### config.mk
export PLATFORM = sky130hd
export DESIGN_NAME = popcount23_tneuron_seq_flat
export DESIGN_NICKNAME = d
export VERILOG_FILES = /design/src/rtl/popcount23_tneuron_seq_if.sv /design/src/rtl/popcount23_tneuron_seq.sv /design/src/flat_wrapper.sv
export SDC_FILE = /design/constraint.sdc
export NUM_CORES = 1
export LEC_CHECK = 0
export ABC_AREA = 1
export CELL_PAD_IN_SITES_DETAIL_PLACEMENT = 1
export CELL_PAD_IN_SITES_GLOBAL_PLACEMENT = 2
export CORE_ASPECT_RATIO = 0.7
export CORE_UTILIZATION = 29
export CTS_CLUSTER_DIAMETER = 60
export CTS_CLUSTER_SIZE = 8
export DETAILED_ROUTE_END_ITERATION = 8
export PLACE_DENSITY_LB_ADDON = 0.1
export SETUP_SLACK_MARGIN = 0.3
export SLEW_MARGIN = 20
export SYNTH_ARGS = -nofsm -noshare
export SYNTH_HDL_FRONTEND = slang
export SYNTH_SLANG_ARGS = --single-unit
### constraint.sdc
create_clock -name clk -period 6.8 [get_ports clk]
set_input_delay 1.36 -clock clk [delete_from_list [all_inputs] [get_ports clk]]
set_output_delay 1.36 -clock clk [all_outputs]
set_load 0.1 [all_outputs]
### src/rtl/popcount23_tneuron_seq_if.sv
// Chunk-in / result-out bus of the ternary neuron sequencer.
//
// Valid/ready: a transfer happens on a rising clock edge where both valid
// and ready are high. A source holds valid and its payload stable until
// that edge. A sink may raise or lower ready at any time. Valid never
// depends combinationally on ready.
interface popcount23_tneuron_seq_if #(
  parameter int ACC_W = 8
) ();
  logic             in_valid;
  logic             in_ready;
  logic [22:0]      in_x;
  logic [22:0]      in_wp;
  logic [22:0]      in_wn;
  logic             in_last;
  logic [ACC_W-1:0] in_thr;
  logic             out_valid;
  logic             out_ready;
  logic [ACC_W-1:0] out_sum;
  logic             out_fire;
  logic             out_ovf;

  // Environment side: feeds chunks, consumes results
  modport master (
    output in_valid, in_x, in_wp, in_wn, in_last, in_thr, out_ready,
    input  in_ready, out_valid, out_sum, out_fire, out_ovf
  );

  // Sequencer side
  modport slave (
    input  in_valid, in_x, in_wp, in_wn, in_last, in_thr, out_ready,
    output in_ready, out_valid, out_sum, out_fire, out_ovf
  );
endinterface

### src/rtl/popcount23_tneuron_seq.sv
// Ternary neuron sequencer. One shared 23-input popcount unit is used twice
// per chunk (positive mask, then negative mask); the signed saturating sum
// over up to MAX_CHUNKS chunks is returned with a threshold-fire bit.
module popcount23_tneuron_seq #(
  parameter int MAX_CHUNKS = 4,
  parameter int ACC_W      = 8,
  parameter int CNT_W      = 2
) (
  input  logic                    clk,
  input  logic                    rst,
  popcount23_tneuron_seq_if.slave bus,
  output logic [22:0]             pc_in,
  input  logic [4:0]              pc_out,
  output logic [1:0]              o_dbg_state
);

  localparam int EXT_W = ACC_W + 2;
  localparam logic signed [EXT_W-1:0] SAT_MAX = EXT_W'((1 <<< (ACC_W - 1)) - 1);
  localparam logic signed [EXT_W-1:0] SAT_MIN = EXT_W'(-(1 <<< (ACC_W - 1)));
  localparam logic [CNT_W-1:0]        CNT_LAST = CNT_W'(MAX_CHUNKS - 1);

  typedef enum logic [1:0] {
    S_IDLE = 2'd0,
    S_POS  = 2'd1,
    S_NEG  = 2'd2,
    S_DONE = 2'd3
  } state_t;

  state_t r_state;
  state_t w_next_state;

  logic signed [ACC_W-1:0] r_acc;
  logic signed [ACC_W-1:0] r_thr;
  logic signed [ACC_W-1:0] r_out_sum;
  logic [CNT_W-1:0]        r_cnt;
  logic [22:0]             r_x;
  logic [22:0]             r_wp;
  logic [22:0]             r_wn;
  logic                    r_last;
  logic                    r_ovf;
  logic                    r_out_valid;
  logic                    r_out_fire;
  logic                    r_in_ready;

  logic                    w_end_eval;
  logic signed [EXT_W-1:0] w_acc_ext;
  logic signed [EXT_W-1:0] w_pc_ext;
  logic signed [EXT_W-1:0] w_sum_ext;
  logic signed [ACC_W-1:0] w_acc_sat;

  // Evaluation ends on the flagged last chunk or when the chunk budget runs out
  assign w_end_eval = r_last | (r_cnt == CNT_LAST);

  // Operands widened by two bits so +/-23 on a full accumulator cannot wrap
  assign w_acc_ext = $signed({{2{r_acc[ACC_W-1]}}, r_acc});
  assign w_pc_ext  = $signed({{(EXT_W-5){1'b0}}, pc_out});

  // Saturating add in POS, saturating subtract in NEG
  always_comb begin
    w_sum_ext = w_acc_ext + w_pc_ext;
    if (r_state == S_NEG) begin
      w_sum_ext = w_acc_ext - w_pc_ext;
    end
    w_acc_sat = w_sum_ext[ACC_W-1:0];
    if (w_sum_ext > SAT_MAX) begin
      w_acc_sat = SAT_MAX[ACC_W-1:0];
    end else if (w_sum_ext < SAT_MIN) begin
      w_acc_sat = SAT_MIN[ACC_W-1:0];
    end
  end

  // Next state and the popcount operand mux
  always_comb begin
    w_next_state = r_state;
    pc_in        = 23'd0;
    case (r_state)
      S_IDLE: begin
        if (bus.in_valid) w_next_state = S_POS;
      end
      S_POS: begin
        pc_in        = r_x & r_wp;
        w_next_state = S_NEG;
      end
      S_NEG: begin
        pc_in        = r_x & r_wn;
        w_next_state = w_end_eval ? S_DONE : S_IDLE;
      end
      S_DONE: begin
        if (bus.out_ready) w_next_state = S_IDLE;
      end
      default: w_next_state = S_IDLE;
    endcase
  end

  // State register
  always_ff @(posedge clk) begin
    if (rst) r_state <= S_IDLE;
    else     r_state <= w_next_state;
  end

  // Chunk capture, accumulation and result registers
  always_ff @(posedge clk) begin
    if (rst) begin
      r_acc       <= '0;
      r_cnt       <= '0;
      r_thr       <= '0;
      r_x         <= '0;
      r_wp        <= '0;
      r_wn        <= '0;
      r_last      <= 1'b0;
      r_ovf       <= 1'b0;
      r_out_valid <= 1'b0;
      r_out_sum   <= '0;
      r_out_fire  <= 1'b0;
      r_in_ready  <= 1'b1;
    end else begin
      r_in_ready  <= (w_next_state == S_IDLE);
      r_out_valid <= (w_next_state == S_DONE);
      case (r_state)
        S_IDLE: begin
          if (bus.in_valid) begin
            r_x    <= bus.in_x;
            r_wp   <= bus.in_wp;
            r_wn   <= bus.in_wn;
            r_last <= bus.in_last;
            if (r_cnt == '0) begin
              r_thr <= $signed(bus.in_thr);
              r_acc <= '0;
            end
          end
        end
        S_POS: begin
          r_acc <= w_acc_sat;
        end
        S_NEG: begin
          r_acc <= w_acc_sat;
          if (w_end_eval) begin
            r_cnt      <= '0;
            r_ovf      <= ~r_last;
            r_out_sum  <= w_acc_sat;
            r_out_fire <= (w_acc_sat >= r_thr);
          end else begin
            r_cnt <= r_cnt + CNT_W'(1);
          end
        end
        S_DONE: begin
          if (bus.out_ready) r_ovf <= 1'b0;
        end
        default: ;
      endcase
    end
  end

  assign bus.in_ready  = r_in_ready;
  assign bus.out_valid = r_out_valid;
  assign bus.out_sum   = r_out_sum;
  assign bus.out_fire  = r_out_fire;
  assign bus.out_ovf   = r_ovf;
  assign o_dbg_state   = r_state;

endmodule

### src/flat_wrapper.sv
// flat-port wrapper written by rule: the top's interface ports become plain ports
module popcount23_tneuron_seq_flat 
#(
  parameter int MAX_CHUNKS = 4,
  parameter int ACC_W      = 8,
  parameter int CNT_W      = 2
)
  (clk, rst, pc_in, pc_out, o_dbg_state, bus_in_valid, bus_in_x, bus_in_wp, bus_in_wn, bus_in_last, bus_in_thr, bus_out_ready, bus_in_ready, bus_out_valid, bus_out_sum, bus_out_fire, bus_out_ovf);
  popcount23_tneuron_seq_if #(.ACC_W(ACC_W)) bus_i ();
  input  logic clk;
  input  logic rst;
  output logic [22:0] pc_in;
  input  logic [4:0] pc_out;
  output logic [1:0] o_dbg_state;
  input wire logic [$bits(bus_i.in_valid)-1:0] bus_in_valid;
  input wire logic [$bits(bus_i.in_x)-1:0] bus_in_x;
  input wire logic [$bits(bus_i.in_wp)-1:0] bus_in_wp;
  input wire logic [$bits(bus_i.in_wn)-1:0] bus_in_wn;
  input wire logic [$bits(bus_i.in_last)-1:0] bus_in_last;
  input wire logic [$bits(bus_i.in_thr)-1:0] bus_in_thr;
  input wire logic [$bits(bus_i.out_ready)-1:0] bus_out_ready;
  output wire logic [$bits(bus_i.in_ready)-1:0] bus_in_ready;
  output wire logic [$bits(bus_i.out_valid)-1:0] bus_out_valid;
  output wire logic [$bits(bus_i.out_sum)-1:0] bus_out_sum;
  output wire logic [$bits(bus_i.out_fire)-1:0] bus_out_fire;
  output wire logic [$bits(bus_i.out_ovf)-1:0] bus_out_ovf;
  assign bus_i.in_valid = bus_in_valid;
  assign bus_i.in_x = bus_in_x;
  assign bus_i.in_wp = bus_in_wp;
  assign bus_i.in_wn = bus_in_wn;
  assign bus_i.in_last = bus_in_last;
  assign bus_i.in_thr = bus_in_thr;
  assign bus_i.out_ready = bus_out_ready;
  assign bus_in_ready = bus_i.in_ready;
  assign bus_out_valid = bus_i.out_valid;
  assign bus_out_sum = bus_i.out_sum;
  assign bus_out_fire = bus_i.out_fire;
  assign bus_out_ovf = bus_i.out_ovf;
  popcount23_tneuron_seq #(.MAX_CHUNKS(MAX_CHUNKS), .ACC_W(ACC_W), .CNT_W(CNT_W)) u_core (.clk(clk), .rst(rst), .bus(bus_i), .pc_in(pc_in), .pc_out(pc_out), .o_dbg_state(o_dbg_state));
endmodule
Yosys cells after proc, flatten, opt, wreduce, memory -nomap -nowiden
Cells that the tools add are included.
{ "op_classes": {"mux": 15, "n_lt_le_gt_ge": 3, "bitwise_logic": 4, "n_reduce_logical": 11, "n_eq_ne": 9, "n_addsub": 3} }
{ "op_table": {"columns": ["cell", "count"], "rows": [
  ["$and 23x23->23", 2],
  ["$pmux 23 s2", 1],
  ["$mux 8", 4],
  ["$pmux 8 s2", 1],
  ["$gt 10x8->1 const B", 1],
  ["$lt 10x8->1 const B", 1],
  ["$mux 10", 1],
  ["$add 8x6->9", 1],
  ["$reduce_and 3->1", 3],
  ["$sub 8x6->9", 1],
  ["$eq 2x2->1 const B", 4],
  ["$ge 8x8->1", 1],
  ["$mux 2", 4],
  ["$pmux 2 s4", 1],
  ["$logic_not 2->1", 3],
  ["$ne 2x1->1 const B", 2],
  ["$ne 2x2->1 const B", 2],
  ["$reduce_and 2->1", 2],
  ["$reduce_bool 2->1", 2],
  ["$add 2x1->2 const B", 1],
  ["$eq 2x1->1 const B", 1],
  ["$mux 1", 2],
  ["$pmux 1 s2", 1],
  ["$reduce_or 2->1", 1],
  ["2 further kinds", 2]
]} }
{ "word_totals": {"reg_bits": 102, "elab_cells": 58, "input_bits": 87} }

Longest topological paths before layout
{ "depth": {"word_depth": 6, "depth_mapped": 29} }

Worst setup path before layout
Ideal clock, no wire load.
{ "synth_timing": {"kind": "register to output", "from": "register u_core.r_state[0], in the netlist u_core.o_dbg_state[0]", "to": "output port pc_in[10]", "setup_slack_ps": 2042, "stages_incl_launch_ff": 8, "path_buffers": 2, "arrival_ps": 3398, "cell_sequence": "dfxtp_1 > inv_1 > ha_1 > inv_1 > buf_2 > buf_1 > nor2_1 > nor2_1"} }
{ "synth_via": {"elab_chain_len": 2, "elab_cells_between_ends": 3, "classes_between": "2 x eq/ne; 1 x mux"} }
{ "synth_rtl": {"columns": ["item", "line", "source"], "rows": [
  ["start, declared", "popcount23_tneuron_seq.sv:29", "state_t r_state;"],
  ["start signal, assigned", "popcount23_tneuron_seq.sv:98", "else r_state <= w_next_state;"],
  ["$eq 2x2->1 or $eq 2x1->1 (tied branches)", "popcount23_tneuron_seq.sv:76", "case (r_state)"],
  ["$pmux 23 s2 (*)", "popcount23_tneuron_seq.sv:76", null],
  ["end, declared", "flat_wrapper.sv:12", "output logic [22:0] pc_in;"]
]} }
Mark *: on every way between the ends. The rest lies on a longest branch, timed or not.

Final worst setup path
{ "layout_timing": {"from": "register u_core.r_state[0], in the netlist u_core.o_dbg_state[0]", "to": "output port pc_in[18]"} }
The elaborated chain is that of the path after synthesis.

==> results by group <==
Clock network
  • # clock sinks: between 100 and 150
  • Root buffer cell: clkbuf_16
  • Post-CTS setup buffer count: 0
  • CTS Buf Count: 9
  • Clock latency on the worst-skew pair: 350 ps
  • CTS Hold Bufs: 0
  • Max H-tree Level: 3
  • Worst-path clk slew: around 80 ps
  • CTS tree: yes
  • Post-cts sizing count: 0
  • Max Root-Sink Buffers: 2

Finish
  • Fin area: 6630 µm²
  • Share of layout cells above drive strength 1: under 10%
  • Final core area utilization: about two fifths
  • Non-filler instance count after layout: 1,030
  • Nets: 911
  • Area delta synth->final: 35.2%

Routing
  • Routed wire length: around 16,000 µm
  • Vias per cell: about 4.6
  • Detail Route Antenna Nets: 0
  • Met2 Routed Length: roughly 6500 µm
  • Top Metal Used: met4
  • Initial DRC Count: around 230
  • Post-DR wirelength/cell: approximately 15 µm
  • Met3 wire length: just under 800 µm
  • Via Count: about 4.7k
  • M1 WL: 8440 µm
  • DRC viols: 0
  • Pre-antenna DRT Iters: 4

STA
  • Final min period: 5020 ps
  • Final hold violations: 0
  • Headroom to the max-slew limit: between 20% and 30%
  • Fmax: between 150 and 200 MHz
  • Worst Tran Pin Value: 1100 ps
  • Slew Limit Fails: 0
  • Setup TNS: 0 ps
  • Fin Clk Skew: between 10 and 15 ps
  • Setup violations, final: 0
  • Final period util: between 70% and 80%
  • Hold Slack: about 480 ps
  • Worst Slack Setup Final: 1780 ps
  • RSZ-0062 raised after global routing: false

Floorplanning
  • Die W: ~160 µm
  • Io pins: about 120
  • Die Area: 17,400 µm²
  • Die Y: about 110 µm
  • Rows: 39
  • Initial core utilization: between 20 and 30%
  • Core ar.: 16,400 µm²

Setup path
  • Critical Path Fanout Max: 32
  • Worst EP arrival: around 3700 ps
  • Setup CP Type: reg2out
  • Critical path capture point type: primary output
  • Startpoint types: register
  • CP required: around 5400 ps

Pwr
  • Worst vdd ir: between 100 and 150 µV
  • Pleak: between 2 and 3 nW
  • PwrDens: 269 nW/µm²
  • Final Power: around 1.8 mW

Yosys
  • Flop and latch count out of synthesis: between 100 and 150
  • Synth Instances: slightly below 700
  • YS warnings: 0
  • Seq/Total Area, Yosys: approximately two fifths
  • Syn_nets: around 800
  • Post-Syn Area: about 4900 µm²
  • Syn Area/Cell: just over 7 µm²
  • Netlist cell types: 29

Min path
  • Hold Crit Class: reg2reg

Global routing
  • Number of global-route vias before repair: around 5k
  • All-Layer GR Usage: between 10% and 20%
  • Largest net degree at the start of global routing: 77
  • GRT Residual Overflow: 0
  • Initial antenna violation count: 1
  • First-pass GRT wire length: between 20,000 and 30,000 µm

Placed design
  • Routability cong.: 0.800
  • Pre-CTS setup slack: ~1700 ps
  • IO buf count: ~120
  • Placed cell area: ~6300 µm²
  • Placed cells: approximately 1.0k
  • Final HPWL from detailed placement: approximately 11,000 µm

Status
  • Run status: completed

Run
  • Max_cap viols: 0
report_power, final:
group	total, mW	switching [mW]	internal (mW)
Sequential	0.699	0.0360	0.663
Clock	0.522	0.249	0.273
Combinational	0.564	0.370	0.194
Total	1.78	0.655	1.13
placed cells by master, fill, tap and decap left out, types with 3 or more instances in the layout:
cell type,count
nand2_2,19
o21ai_1,5
ha_1,24
clkdlybuf4s50_1,123
dfxtp_1,102
a21oi_2,8
nand3_1,10
xor2_1,3
nor2_1,214
nand2_1,69
inv_1,53
o211ai_1,24
a21oi_1,19
o21ai_0,89
xnor2_1,3
clkbuf_16,9
buf_4,6
cell families after synthesis:
family                   share of synthesized area (%)
buffers and inverters                             6.89
adder cells (fa/ha/maj)                           6.53
XOR/XNOR                                          1.07
flip-flops                                        41.6
AO/OA/AOI/OAI                                     17.3
AND/OR/NAND/NOR                                   26.6
critical path, stage by stage (launching register included):
cell and delay (ps):
dfxtp_1 460, inv_1 130, ha_1 210, buf_4 270, inv_1 420, buf_4 370
nor2_1 70, nor2_1 180, clkdlybuf4s50_1 1170
cell usage after synthesis, drive strengths merged:
master    n  area share [%]
a211oi    2            0.31
a21oi    27             3.4
a22oi     1            0.15
buf       4            0.38
clkbuf   30             2.3
dfxtp   102              42
fa        1            0.41
ha       24             6.1
inv      55             4.2
nand2    90             8.1
nand3    11             1.2
nand4     2            0.25
nor2    216              17
nor3      1            0.10
o211ai   24             3.7
o21ai    94             9.6
o32ai     1            0.18
or2       2            0.31
xnor2     3            0.54
xor2      3            0.54
cell type report:
class / instances / area, µm²
Sequential cell: 102 / 2040
Inverter: 55 / 206
Fill cell: 2042 / 9810
Clock buffer: 11 / 253
Clock inverter: 5 / 41.3
Timing Repair Buffer: 129 / 1280
Multi-Input combinational cell: 502 / 2530
Antenna cell: 1 / 2.50
Tap cell: 225 / 282
layer usage:
| layer | vias to the layer above | track usage, % |
|---|---|---|
| met5 | - | 0 |
| met4 | 0 | 3.88 |
| met3 | 11 | 5.08 |
| met2 | 81 | 27.9 |
| met1 | 2191 | 28.3 |
| li1 | 2434 | - |
final timing paths:
kind / from / end / slack (ps) / cells past startpoint
worst max-delay path: u_core.o_dbg_state[0]$_SDFF_PP0_ / pc_in[18] / 1780 / 8
worst min register to register: u_core.bus.out_fire$_SDFFE_PP0P_ / u_core.bus.out_fire$_SDFFE_PP0P_ / 480 / 2
worst max register to register: u_core.o_dbg_state[0]$_SDFF_PP0_ / u_core.bus.out_fire$_SDFFE_PP0P_ / 2750 / 27
worst min-delay path: u_core.bus.out_fire$_SDFFE_PP0P_ / u_core.bus.out_fire$_SDFFE_PP0P_ / 480 / 2
registers in the layout, indices dropped and copies added, names as in the netlist:
register / cells
u_core.bus.out_fire: 1
u_core.r_acc: 8
u_core.r_cnt: 2
u_core.r_wn: 23
u_core.bus.out_ovf: 1
u_core.o_dbg_state: 2
u_core.r_x: 23
u_core.r_wp: 23
u_core.bus.out_sum: 8
u_core.r_last: 1
u_core.bus.in_ready: 1
u_core.bus.out_valid: 1
u_core.r_thr: 8
Note: power is estimated with default switching activity, not from simulation.
==> variant: new RTL, same settings <==
Make the reset (`rst`) asynchronous in 2 clocked blocks.
--- a/src/rtl/popcount23_tneuron_seq.sv
+++ b/src/rtl/popcount23_tneuron_seq.sv
@@ -94,5 +94,5 @@
 
   // State register
-  always_ff @(posedge clk) begin
+  always_ff @(posedge clk or posedge rst) begin
     if (rst) r_state <= S_IDLE;
     else     r_state <= w_next_state;
@@ -100,5 +100,5 @@
 
   // Chunk capture, accumulation and result registers
-  always_ff @(posedge clk) begin
+  always_ff @(posedge clk or posedge rst) begin
     if (rst) begin
       r_acc       <= '0;
Behaviour: differs if rst is asserted again (counterexample within 4 cycles, from zero or initial values and one cycle with rst high); with rst held inactive, the same outputs for 10 cycles.
==> variant against the original RTL <==
  * Via count down 2.9%
  * Cell area up 5.0%
  * Worst setup slack worse by 0.19 ns
  * Area after synthesis up 6.9%
  * Wire length down 0.15%
  * Sequential cell count unchanged
  * Critical path depth down 2
  * Critical path type unchanged
Power is left out: the tool's default activity adds up to more than one toggle a clock period on the data nets, which glitch-free logic cannot reach.
==> variant: results (changes against the original RTL) <==
Critical path
  – CP arrival: 3.85 ns (was 3.66 ns)
  – Crit path largest cell delay: 1.24 ns (was 1.17 ns)
  – Max FO, Critical Path: 35 (was 32)

Global route
  – First-pass GRT wire length: 25.5 mm (was 25.9 mm)
  – GRT Total Usage: 17.8% (was 19.3%)
  – Number of global-route vias before repair: 4754 (was 4868)
  – Initial antenna violation count: 0 (was 1)
  – Largest net degree at the start of global routing: 93 (was 77)

Clocking
  – CTS Root Cell: clkbuf_16 (unchanged)
  – H-tree depth: 3 (unchanged)
  – Worst skew pair latency: 0.35 ns (about the same)
  – CTS Buffer Depth: 2 (unchanged)

Finish
  – Final clock-cell share: 4.26% (was 4.43%)
  – Multi-input combinational cell area: 0.00230 mm2 (was 0.00253 mm2)
  – Antenna Cells: 0 (was 1)
  – Seq_cells: 102 (unchanged)
  – FILL cells: 2098 (was 2042)
  – Sequential share of cell area: 36.7% (was 30.8%)
  – Non-clk invs: 73 (was 55)
  – Non-clock buffers: 126 (was 129)
  – Largest regs: u_core.r_wn: 23 flops, u_core.r_wp: 23 flops, u_core.r_x: 23 flops (unchanged)
  – #MultiIn Comb: 471 (was 502)
  – NumNets Final: 896 (was 911)
  – Layout cells sized above 1: 5.46% (was 7.21%)
  – Non-clock buffer share: 18.0% (was 19.2%)

Yosys
  – Mux contribution to synthesized area: 0.215% (was 0%)
  – Synth async-reset ratio: 100% (was 0%)
  – Commonest cells in the synthesized netlist: 262 x nand2_1, 101 x dfrtp_1, 73 x inv_1 (was 214 x nor2_1, 102 x dfxtp_1, 89 x o21ai_0)
  – Cells after synthesis: 673 (was 693)
  – Post-Syn Nets: 786 (was 805)
  – Largest cells by area after synthesis: dfrtp_1 48%, nand2_1 19%, ha_1 6.0%, inv_1 5.2%, nor2_1 4.6% (was dfxtp_1 42%, nor2_1 16%, o21ai_0 9.1%, ha_1 6.1%, nand2_1 5.4%)
  – XOR/XNOR Fraction of Synth Area: 1.15% (was 1.07%)
  – Compound-Gate Fraction of Synth Area: 5.92% (was 17.3%)
  – Synth Flop Type: dfrtp_1 (was dfxtp_1)
  – Seq/Total Area, Yosys: 48.7% (was 41.6%)
  – Distinct cell type count after synthesis: 32 (was 29)
  – Post-Synth Adder-Cell Area: 6.35% (was 6.53%)

Timing
  – Worst-margin pin slew: 1.02 ns (was 1.10 ns)
  – Finish-stage setup viols: 0 (unchanged)
  – Skew final: 0.00662 ns (was 0.0109 ns)

Route
  – Via count: 4579 (was 4717)
  – Drt pass-1 iters: 4 (unchanged)
  – Via-to-Cell Ratio: 4.49 (was 4.58)
  – WL/cell: 15.5 um (was 15.4 um)
  – Starting DRT DRC Count: 318 (was 231)

Placement
  – Routability Congestion: 0.819 (was 0.800)
  – Dpl hpwl: 11.2 mm (about the same)
  – Port Buffers: 123 (unchanged)

Run status
  – Status: completed (unchanged)
-- variant: stage by stage --
stage,cell area [um2],setup WS [ns],utilization (%)
finish,6970,1.59,40.0
global route,6970,1.36,40.0
CTS,6970,1.54,40.0
detailed placement,6670,1.79,38.3
global placement,6670,1.63,38.3
floorplan,5240,0.528,-
-- variant: cell families (layout without fill, tap and decap cells) --
| kind of cell | count (synthesis) | count (layout) |
|---|---|---|
| simple gates | 381 | 381 |
| flops | 102 | 102 |
| buf+inv | 100 | 215 |
| compound gates | 57 | 57 |
| fa+ha+maj | 26 | 26 |
| xor+xnor | 6 | 6 |
| mux | 1 | 1 |
-- variant: final timing paths --
path / startpoint / end / slack (ns) / cells past startpoint
max in group asynchronous: rst / u_core.r_thr[6] / 4.14 / 3
min in group asynchronous: rst / u_core.bus.out_valid / 1.38 / 2
setup reg to reg: u_core.o_dbg_state[0] / u_core.bus.out_fire / 2.21 / 25
setup / recovery: u_core.o_dbg_state[0] / pc_in[1] / 1.59 / 6
hold reg to reg: u_core.r_wn[8] / u_core.r_wn[8] / 0.48 / 2
hold / removal: u_core.r_wn[8] / u_core.r_wn[8] / 0.48 / 2
-- variant: worst max-delay path: cells and delay by family, from the launching register on --
family | cells | cell delay, ns
and+or+nand+nor | 2 | 0.53
buffers and inverters | 3 | 2.03
adders and majority gates | 1 | 0.50
DFF | 1 | 0.43
-- variant: per-layer routing --
| layer | vias up | share of wire (%) | track usage [%] |
|---|---|---|---|
| li1 | 2303 | - | - |
| met1 | 2163 | 53 | 26.6 |
| met2 | 102 | 40 | 25.7 |
| met3 | 11 | 6.0 | 4.31 |
| met4 | 0 | 0.84 | 3.99 |
| met5 | - | 0 | 0 |
